<file path="src/rtl/uart_line_assembler_pkg.sv">
// uart_line_assembler shared definitions.
// ASCII codes, FSM states and a width helper.
package uart_line_assembler_pkg;

  localparam logic [7:0] CHR_CR    = 8'h0D;
  localparam logic [7:0] CHR_LF    = 8'h0A;
  localparam logic [7:0] CHR_BS    = 8'h08;
  localparam logic [7:0] CHR_DEL   = 8'h7F;
  localparam logic [7:0] CHR_SP    = 8'h20;
  localparam logic [7:0] CHR_TILDE = 8'h7E;

  typedef enum logic {
    S_FILL = 1'b0,
    S_HOLD = 1'b1
  } state_t;

  // Number of bits needed to write v in binary.
  function automatic int bit_count(input int v);
    int n;
    int x;
    n = 0;
    x = v;
    while (x > 0) begin
      n++;
      x = x >> 1;
    end
    return n;
  endfunction

endpackage

</file>
<file path="src/rtl/uart_line_assembler_if.sv">
// Byte stream in, held line and read port out.
// master = uart_rx/consumer side, slave = assembler.
interface uart_line_assembler_if #(
  parameter int MAX_LEN = 64
);
  import uart_line_assembler_pkg::*;

  localparam int LEN_W = bit_count(MAX_LEN);
  localparam int AW    = bit_count(MAX_LEN - 1);

  logic             rx_ready;
  logic [7:0]       rx_data;
  logic             line_valid;
  logic [LEN_W-1:0] line_len;
  logic             line_overflow;
  logic             line_ack;
  logic [AW-1:0]    rd_addr;
  logic [7:0]       rd_data;
  logic [7:0]       drop_cnt;

  modport master (
    output rx_ready, rx_data, line_ack, rd_addr,
    input  line_valid, line_len, line_overflow,
    input  rd_data, drop_cnt
  );

  modport slave (
    input  rx_ready, rx_data, line_ack, rd_addr,
    output line_valid, line_len, line_overflow,
    output rd_data, drop_cnt
  );

endinterface

</file>
<file path="src/rtl/uart_line_assembler_buf.sv">
// Line buffer: one write port, one registered read port.
// A read of the address being written returns the old byte.
module uart_line_assembler_buf #(
  parameter int DEPTH = 64,
  parameter int AW    = 6
) (
  input  logic          clk,
  input  logic          rst,
  input  logic          we,
  input  logic [AW-1:0] waddr,
  input  logic [7:0]    wdata,
  input  logic [AW-1:0] raddr,
  output logic [7:0]    rdata
);

  logic [7:0] mem [DEPTH];

  always_ff @(posedge clk) begin
    if (we)
      mem[waddr] <= wdata;
  end

  always_ff @(posedge clk) begin
    if (rst)
      rdata <= 8'h00;
    else
      rdata <= mem[raddr];
  end

endmodule

</file>
<file path="src/rtl/uart_line_assembler.sv">
// Edits the uart_rx byte stream into a line and
// holds it until the consumer acknowledges.
module uart_line_assembler
  import uart_line_assembler_pkg::*;
#(
  parameter int MAX_LEN = 64
) (
  input logic                  clk,
  input logic                  rst,
  uart_line_assembler_if.slave bus
);

  localparam int LEN_W = bit_count(MAX_LEN);
  localparam int AW    = bit_count(MAX_LEN - 1);
  localparam logic [LEN_W-1:0] FULL = LEN_W'(MAX_LEN);

  state_t           state;
  logic [LEN_W-1:0] len;
  logic             valid_q;
  logic             ovf_q;
  logic [7:0]       drop_q;

  logic printable;
  logic is_bs;
  logic is_term;
  logic wr_en;

  assign printable = (bus.rx_data >= CHR_SP) &&
                     (bus.rx_data <= CHR_TILDE);
  assign is_bs     = (bus.rx_data == CHR_BS) ||
                     (bus.rx_data == CHR_DEL);
  assign is_term   = (bus.rx_data == CHR_CR) ||
                     (bus.rx_data == CHR_LF);
  assign wr_en     = (state == S_FILL) && bus.rx_ready &&
                     printable && (len < FULL);

  uart_line_assembler_buf #(
    .DEPTH (MAX_LEN),
    .AW    (AW)
  ) u_buf (
    .clk   (clk),
    .rst   (rst),
    .we    (wr_en),
    .waddr (len[AW-1:0]),
    .wdata (bus.rx_data),
    .raddr (bus.rd_addr),
    .rdata (bus.rd_data)
  );

  always_ff @(posedge clk) begin
    if (rst) begin
      state   <= S_FILL;
      len     <= '0;
      valid_q <= 1'b0;
      ovf_q   <= 1'b0;
      drop_q  <= 8'h00;
    end else begin
      unique case (state)
        S_FILL: begin
          if (bus.rx_ready) begin
            unique case (1'b1)
              printable: begin
                if (len < FULL)
                  len <= len + LEN_W'(1);
                else
                  ovf_q <= 1'b1;
              end
              is_bs: begin
                if (len != '0)
                  len <= len - LEN_W'(1);
              end
              is_term: begin
                if (len != '0) begin
                  state   <= S_HOLD;
                  valid_q <= 1'b1;
                end
              end
              default: ;
            endcase
          end
        end
        S_HOLD: begin
          // Strobes here are lost; count them even on the ack cycle.
          if (bus.rx_ready && drop_q != 8'hFF)
            drop_q <= drop_q + 8'd1;
          if (bus.line_ack) begin
            state   <= S_FILL;
            len     <= '0;
            ovf_q   <= 1'b0;
            valid_q <= 1'b0;
          end
        end
        default: ;
      endcase
    end
  end

  assign bus.line_valid    = valid_q;
  assign bus.line_len      = len;
  assign bus.line_overflow = ovf_q;
  assign bus.drop_cnt      = drop_q;

endmodule
</file>
<file path="src/flat_wrapper.sv">
// flat-port wrapper written by rule: the top's interface ports become plain ports
module uart_line_assembler_flat import uart_line_assembler_pkg::*;
#(
  parameter int MAX_LEN = 64
)
  (clk, rst, bus_rx_ready, bus_rx_data, bus_line_ack, bus_rd_addr, bus_line_valid, bus_line_len, bus_line_overflow, bus_rd_data, bus_drop_cnt);
  uart_line_assembler_if #(.MAX_LEN(MAX_LEN)) bus_i ();
  input logic clk;
  input logic rst;
  input wire logic [$bits(bus_i.rx_ready)-1:0] bus_rx_ready;
  input wire logic [$bits(bus_i.rx_data)-1:0] bus_rx_data;
  input wire logic [$bits(bus_i.line_ack)-1:0] bus_line_ack;
  input wire logic [$bits(bus_i.rd_addr)-1:0] bus_rd_addr;
  output wire logic [$bits(bus_i.line_valid)-1:0] bus_line_valid;
  output wire logic [$bits(bus_i.line_len)-1:0] bus_line_len;
  output wire logic [$bits(bus_i.line_overflow)-1:0] bus_line_overflow;
  output wire logic [$bits(bus_i.rd_data)-1:0] bus_rd_data;
  output wire logic [$bits(bus_i.drop_cnt)-1:0] bus_drop_cnt;
  assign bus_i.rx_ready = bus_rx_ready;
  assign bus_i.rx_data = bus_rx_data;
  assign bus_i.line_ack = bus_line_ack;
  assign bus_i.rd_addr = bus_rd_addr;
  assign bus_line_valid = bus_i.line_valid;
  assign bus_line_len = bus_i.line_len;
  assign bus_line_overflow = bus_i.line_overflow;
  assign bus_rd_data = bus_i.rd_data;
  assign bus_drop_cnt = bus_i.drop_cnt;
  uart_line_assembler #(.MAX_LEN(MAX_LEN)) u_core (.clk(clk), .rst(rst), .bus(bus_i));
endmodule
</file>
<file path="config.mk">
export PLATFORM = sky130hd
export DESIGN_NAME = uart_line_assembler_flat
export DESIGN_NICKNAME = d
export VERILOG_FILES = /design/src/rtl/uart_line_assembler_pkg.sv /design/src/rtl/uart_line_assembler_if.sv /design/src/rtl/uart_line_assembler_buf.sv /design/src/rtl/uart_line_assembler.sv /design/src/flat_wrapper.sv
export SDC_FILE = /design/constraint.sdc
export NUM_CORES = 1
export LEC_CHECK = 0
export BUFFER_PORTS_ARGS = -buffer_cell sky130_fd_sc_hd__buf_2
export CORE_ASPECT_RATIO = 0.8
export CORE_MARGIN = 5
export CORE_UTILIZATION = 62
export DETAILED_ROUTE_END_ITERATION = 10
export PLACE_DENSITY = 0.75
export SETUP_SLACK_MARGIN = 0.1
export SYNTH_ARGS = -nofsm -noshare
export SYNTH_HDL_FRONTEND = slang
export SYNTH_HIERARCHICAL = 1
export SYNTH_SLANG_ARGS = --single-unit
</file>
<file path="constraint.sdc">
create_clock -name clk -period 3.62 [get_ports clk]
set_input_delay 0.724 -clock clk [delete_from_list [all_inputs] [get_ports clk]]
set_output_delay 0.724 -clock clk [all_outputs]
set_load 0.01 [all_outputs]
</file>
# == Word-level counts from Yosys, hierarchy flattened ==
# Memory sizes are Yosys's and may differ from the RTL's. A register that Yosys moved wholly into a read port is not among the register bits.
# Index checks and enable logic that the tools add are counted.
# totals
ff_bits,18
ram_bits,512
elab_cells,61
n_memories,1
# op_classes
n_addsub,3
n_lt_le_gt_ge,3
n_eq_ne,14
muxes,22
bitwise,1
n_reduce_logical,12
# mem_list
memory,words,width,read_ports,rd_clocked_by_memory_dff,wr,line_no,text
u_core.u_buf.mem,64,8,1,1,1,uart_line_assembler_buf.sv:16,logic [7:0] mem [DEPTH];
# ops
cell,n
7-bit 2-to-1 mux,4
7-bit case mux with 2 select lines,2
"8-bit by 4-bit == test with 1-bit output, second input constant",3
1-bit 2-to-1 mux,13
"8-bit by 1-bit adder with 8-bit output, second input constant",1
"8-bit by 7-bit == test with 1-bit output, second input constant",1
"8-bit by 6-bit greater-or-equal comparator with 1-bit output, second input constant",1
"8-bit by 7-bit <= comparator with 1-bit output, second input constant",1
"2-bit inequality test, second input constant",4
"8-bit inequality test, second input constant",1
4-bit AND reduction,2
"7-bit by 1-bit adder with 7-bit output, second input constant",1
"7-bit less-than comparator, second input constant",1
7-bit nonzero test,1
"7-bit by 1-bit subtractor with 7-bit output, second input constant",1
"3-bit inequality test, second input constant",2
1-bit case mux with 2 select lines,3
1-bit logical AND,5
5-bit AND reduction,1
"2-bit by 1-bit inequality test with 1-bit output, second input constant",2
"3-bit by 1-bit inequality test with 1-bit output, second input constant",1
1-bit logical OR,2
2-bit AND reduction,1
1-bit inverter,1

# == Longest topological paths before layout ==
# logic_depth
depth_word,6
mapped_depth,10
mapped_depth_nobuf,10

# == Cells and area by module ==
# Netlist, hierarchy kept.
# modules_own_cells
module,instances,cells_each,area_each_um2,seq_area_each_um2
uart_line_assembler_buf,1,921,20120.5,15534.9
uart_line_assembler,1,138,1173.6,360.3

# == Worst setup path after synthesis ==
# Ideal clock, no wire load.
# synth_timing
path_kind,input -> register
start,input port bus_rx_data[5]
end,register u_core.len[6] (netlist: u_core/bus.line_len[6])
setup_time_ns,0.086
t_arrival_ns,2.973
t_required_ns,3.534
slack_ns,0.560
path_stages,10
cell_sequence,nor4_1 > a32o_1 > and2_1 > inv_1 > fa_1 > nand3b_1 > a31oi_1 > nor3b_1 > o32a_1 > a221oi_2
# synth_via
elab_chain_len,5
# synth_lines
item,line_no,text
from (decl),flat_wrapper.sv:11,input wire logic [$bits(bus_i.rx_data)-1:0] bus_rx_data;
8-bit by 6-bit greater-or-equal comparator with 1-bit output (tied with other cells),uart_line_assembler.sv:28,assign printable = (bus.rx_data >= CHR_SP) &&
1-bit logical AND / 1-bit logical OR (equally long branches),"uart_line_assembler.sv:28, uart_line_assembler.sv:30",
7-bit case mux with 2 select lines,uart_line_assembler.sv:61,unique case (1'b1)
7-bit 2-to-1 mux,uart_line_assembler.sv:60,if (bus.rx_ready) begin
7-bit case mux with 2 select lines,uart_line_assembler.sv:58,unique case (state)
to (signal assigned),uart_line_assembler.sv:64,len <= len + LEN_W'(1);
to (signal assigned),uart_line_assembler.sv:70,len <= len - LEN_W'(1);
to (decl),uart_line_assembler.sv:18,logic [LEN_W-1:0] len;
# Parallel ways exist; a longest one is shown, timed or not. The select of a mux whose other input is x is not followed.
# A chain may end at the register's enable or synchronous reset.

# == Worst setup path in the final report ==
# layout_timing
start,register u_core.state
end,"memory u_core.u_buf.mem[30][0], enable pin"
# layout_via
elab_chain_len,6
# layout_lines
item,line_no,text
from (decl),uart_line_assembler.sv:17,state_t state;
from (signal assigned),uart_line_assembler.sv:52,state <= S_FILL;
from (signal assigned),uart_line_assembler.sv:74,state <= S_HOLD;
from (signal assigned),uart_line_assembler.sv:87,state <= S_FILL;
1-bit inverter,uart_line_assembler.sv:34,assign wr_en = (state == S_FILL) && bus.rx_ready &&
1-bit logical AND (2 in a row),uart_line_assembler.sv:34,
1-bit logical AND,uart_line_assembler.sv:35,printable && (len < FULL);
net u_core.wr_en,uart_line_assembler.sv:26,logic wr_en;
1-bit 2-to-1 mux,uart_line_assembler_buf.sv:19,if (we)
1-bit 2-to-1 mux (implied by the code),uart_line_assembler_buf.sv:20,mem[waddr] <= wdata;
to (decl),uart_line_assembler_buf.sv:16,
# The timed path passes the listed nets, and every way through them passes these cells.

==> summary.txt <==
Starting Density = 0.630
Mapped cell area = 21300 µm²
CP most frequent cell = or3_1
Total number of vias = 11.1k
1st-iter DRT viols = 1351
Least-Margin Pin Slew = 0.739 ns
Core Box Area = 33800 µm²
Root Driver = clkbuf_16
FF+latch count, synth = 538
Hold endpoint = u_core/bus.line_valid
Worst-skew pair later-pin latency = 0.57 ns
CTS Sinks = 538
Setup TNS Final = 0 ns
Fraction of the mapped netlist area in compound gates = 0.0270
PwrDens = 511 nW/µm²
Antenna-violating nets left = 0
Peak supply drop = 0.391 mV
Final nets = 1238
Site row count = 60
Post-CTS Setup Inserts = 0
Mux share of post-synthesis cell area = 0.158
Clock Skews = 0.0160 ns
Clock buffer count from CTS = 48
Crit path launch type = flip-flop
Synth top area cells = edfxtp_1, mux4_2, dfxtp_1, nor2_1, mux2i_1
Synthesized area per cell = 20.1 µm²
# DRC = 0
Sequential area share after synthesis = 0.746
Fin crit share = 0.861
TritonRoute pass-1 iters = 5
Min Hold Slack = 0.474 ns
N_diodes = 0
CTS tree = built
Period minus WS final = 3.12 ns
Post_cts resized = 0
Worst-path clk slew = 0.06 ns
RSZ-0062 raised after global routing = no
Worst slew margin = 0.507
Share of the synthesized area in the top cell type = 0.722
Port Buf Inserts = 42
Critical path arrival = 3.38 ns
Number of vias per cell = 6.57
Total placed cells including tap cells = 1596
Lkg Pwr = 7.89 nW
Yosys warnings = 6
Nature of the critical path endpoint = flip-flop
Hold_buf cts = 0
Fmax = 321 MHz
Die W = 217 µm
CP Data Required Time = 3.88 ns
Most common cell after layout, fill and taps aside = edfxtp_1
Critical path's largest stage delay = 0.55 ns
Total GRT Usage = 0.257
First-pass GRT wire length = 71.9 mm
Share of layout cells above drive strength 1 = 0.299
CTS H-Tree Depth = 2
Area leader, netlist = edfxtp_1
End of the worst register-to-register path = u_core/u_buf/mem[30][0]
Hold Path Stages = 2
Post-synth EDFFs = 512
Die span in y = 176 µm
Num ports = 43
Area fraction in and, or, nand and nor cells after synthesis = 0.0444
Synth async-reset ratio = 0
R2R setup slack = 0.50 ns
Largest family of logic cells by synthesized area = multiplexers
Hold Vio Cnt, Final = 0
Syn nets = 1085
Crit Path Category = flip-flop to flip-flop
Max Cap Viol = 0
Pin count of the biggest net entering global routing = 68
Crit path cell chain = nand2b_4 > or3_1 > or3_1 > clkinv_8 > nor2b_1 > nand3_1 > nor2_1 > buf_4
Reg-to-Reg Start = u_core/state
Grt ovf = 0
Fin. max-slew vios = 0
Fin cells = 1684
Ys flop type = edfxtp_1
HP Class = flip-flop to flip-flop
HP Start = u_core/bus.line_valid
Max Fanout on Critical Path = 14
Outcome = finished clean
XOR/XNOR share of the synthesized area = 0.00288
CTS max path bufs = 3
Vias in the first global route = 11.1k
Commonest non-fill, non-tap cells in the layout = edfxtp_1, mux4_2, buf_4
Dpl hpwl = 30.3 mm
Mapped Cells = 1059
Final setup vio count = 0
R2R cell count = 8
WL/cell = 28.4 µm
Slowest cell on the critical path = nand3_1
Routed WL = 47.8 mm
Initial antenna violation count = 1
Gpl congestion = 0.890
Yosys cell types = 60
Layout area overhead = 13.5%
Adder-Cell Fraction of Synth Area = 0.00505
Die ar. = 38200 µm²
## flip-flops by register name, indices dropped and copies added (netlist names)
| signal | count |
|---|---|
| u_core/bus.line_overflow | 1 |
| u_core/bus.line_len | 7 |
| u_core/u_buf/rdata | 8 |
| u_core/bus.drop_cnt | 8 |
| u_core/u_buf/mem | 512 |
| u_core/state | 1 |
| u_core/bus.line_valid | 1 |
## worst max-delay path, delay by kind of cell, from the launching register on
| kind | cells | cell delay, ns |
|---|---|---|
| buffers and inverters | 2 | 0.36 |
| flip-flops | 1 | 0.38 |
| AND/OR/NAND/NOR | 6 | 2.08 |
## worst max path at each step
stage               slack [ns]      startpoint                       to
detailed placement        0.12  bus_rx_data[2]  u_core/u_buf/mem[30][4]
global route              0.30    u_core/state  u_core/u_buf/mem[22][2]
global placement          0.15  bus_rx_data[2]  u_core/u_buf/mem[30][6]
floorplan                 0.56  bus_rx_data[5]   u_core/bus.line_len[6]
finish                    0.50    u_core/state  u_core/u_buf/mem[30][0]
CTS                       0.57    u_core/state  u_core/u_buf/mem[30][7]
## per-stage QoR
stage / setup slack [ns] / util / power (mW) / cell area, µm²
detailed placement: 0.125 / 0.671 / 7.58 / 22700
finish: 0.505 / 0.715 / 12.3 / 24200
global route: 0.300 / 0.715 / 12.7 / 24200
global placement: 0.150 / 0.671 / 7.57 / 22700
floorplan: 0.560 / - / 7.30 / 21300
CTS: 0.569 / 0.715 / 12.4 / 24200
## kinds of logic after synthesis
logic type / count (synthesis)
compound gates: 83
fa+ha+maj: 8
flops: 538
mux: 165
xor+xnor: 7
buf+inv: 62
simple gates: 196
## cells in the mapped netlist, types with 6 or more instances
master    instances
a211oi_1          8
a21oi_1          16
buf_2            10
buf_4             9
buf_6             6
clkbuf_1         26
dfxtp_1          26
edfxtp_1        512
ha_1              7
inv_1             7
mux2_2            6
mux2i_1          22
mux4_2          137
nand2_1          35
nand2b_1          7
nand3_1           9
nand4_1          12
nor2_1           85
nor2b_1          10
nor3_1            8
o211ai_1          6
o21ai_0          13
o22ai_1           8
## where the power goes
part,internal (mW),switching (mW)
clock,2.76,2.15
sequential,6.82,0.00839
combinational,0.239,0.374
total,9.82,2.53
## layer usage
metal,global-route usage,routed length [µm],up-vias
met3,0.0732,5650,89
met2,0.378,21700,627
met4,0.0713,1350,2
met5,0,7,-
met1,0.388,19100,5674
li1,-,-,4674
## cell type report
type                            count  area [µm²]
Sequential cell                   538       15900
Fill cell                        2034        9620
Multi-Input combinational cell    459        5060
Clock buffer                       57        1260
Timing Repair Buffer              156        1120
Tap cell                          434         543
Clock inverter                     31         244
Inverter                            9        46.3
Power figures use the tool's default switching activity.
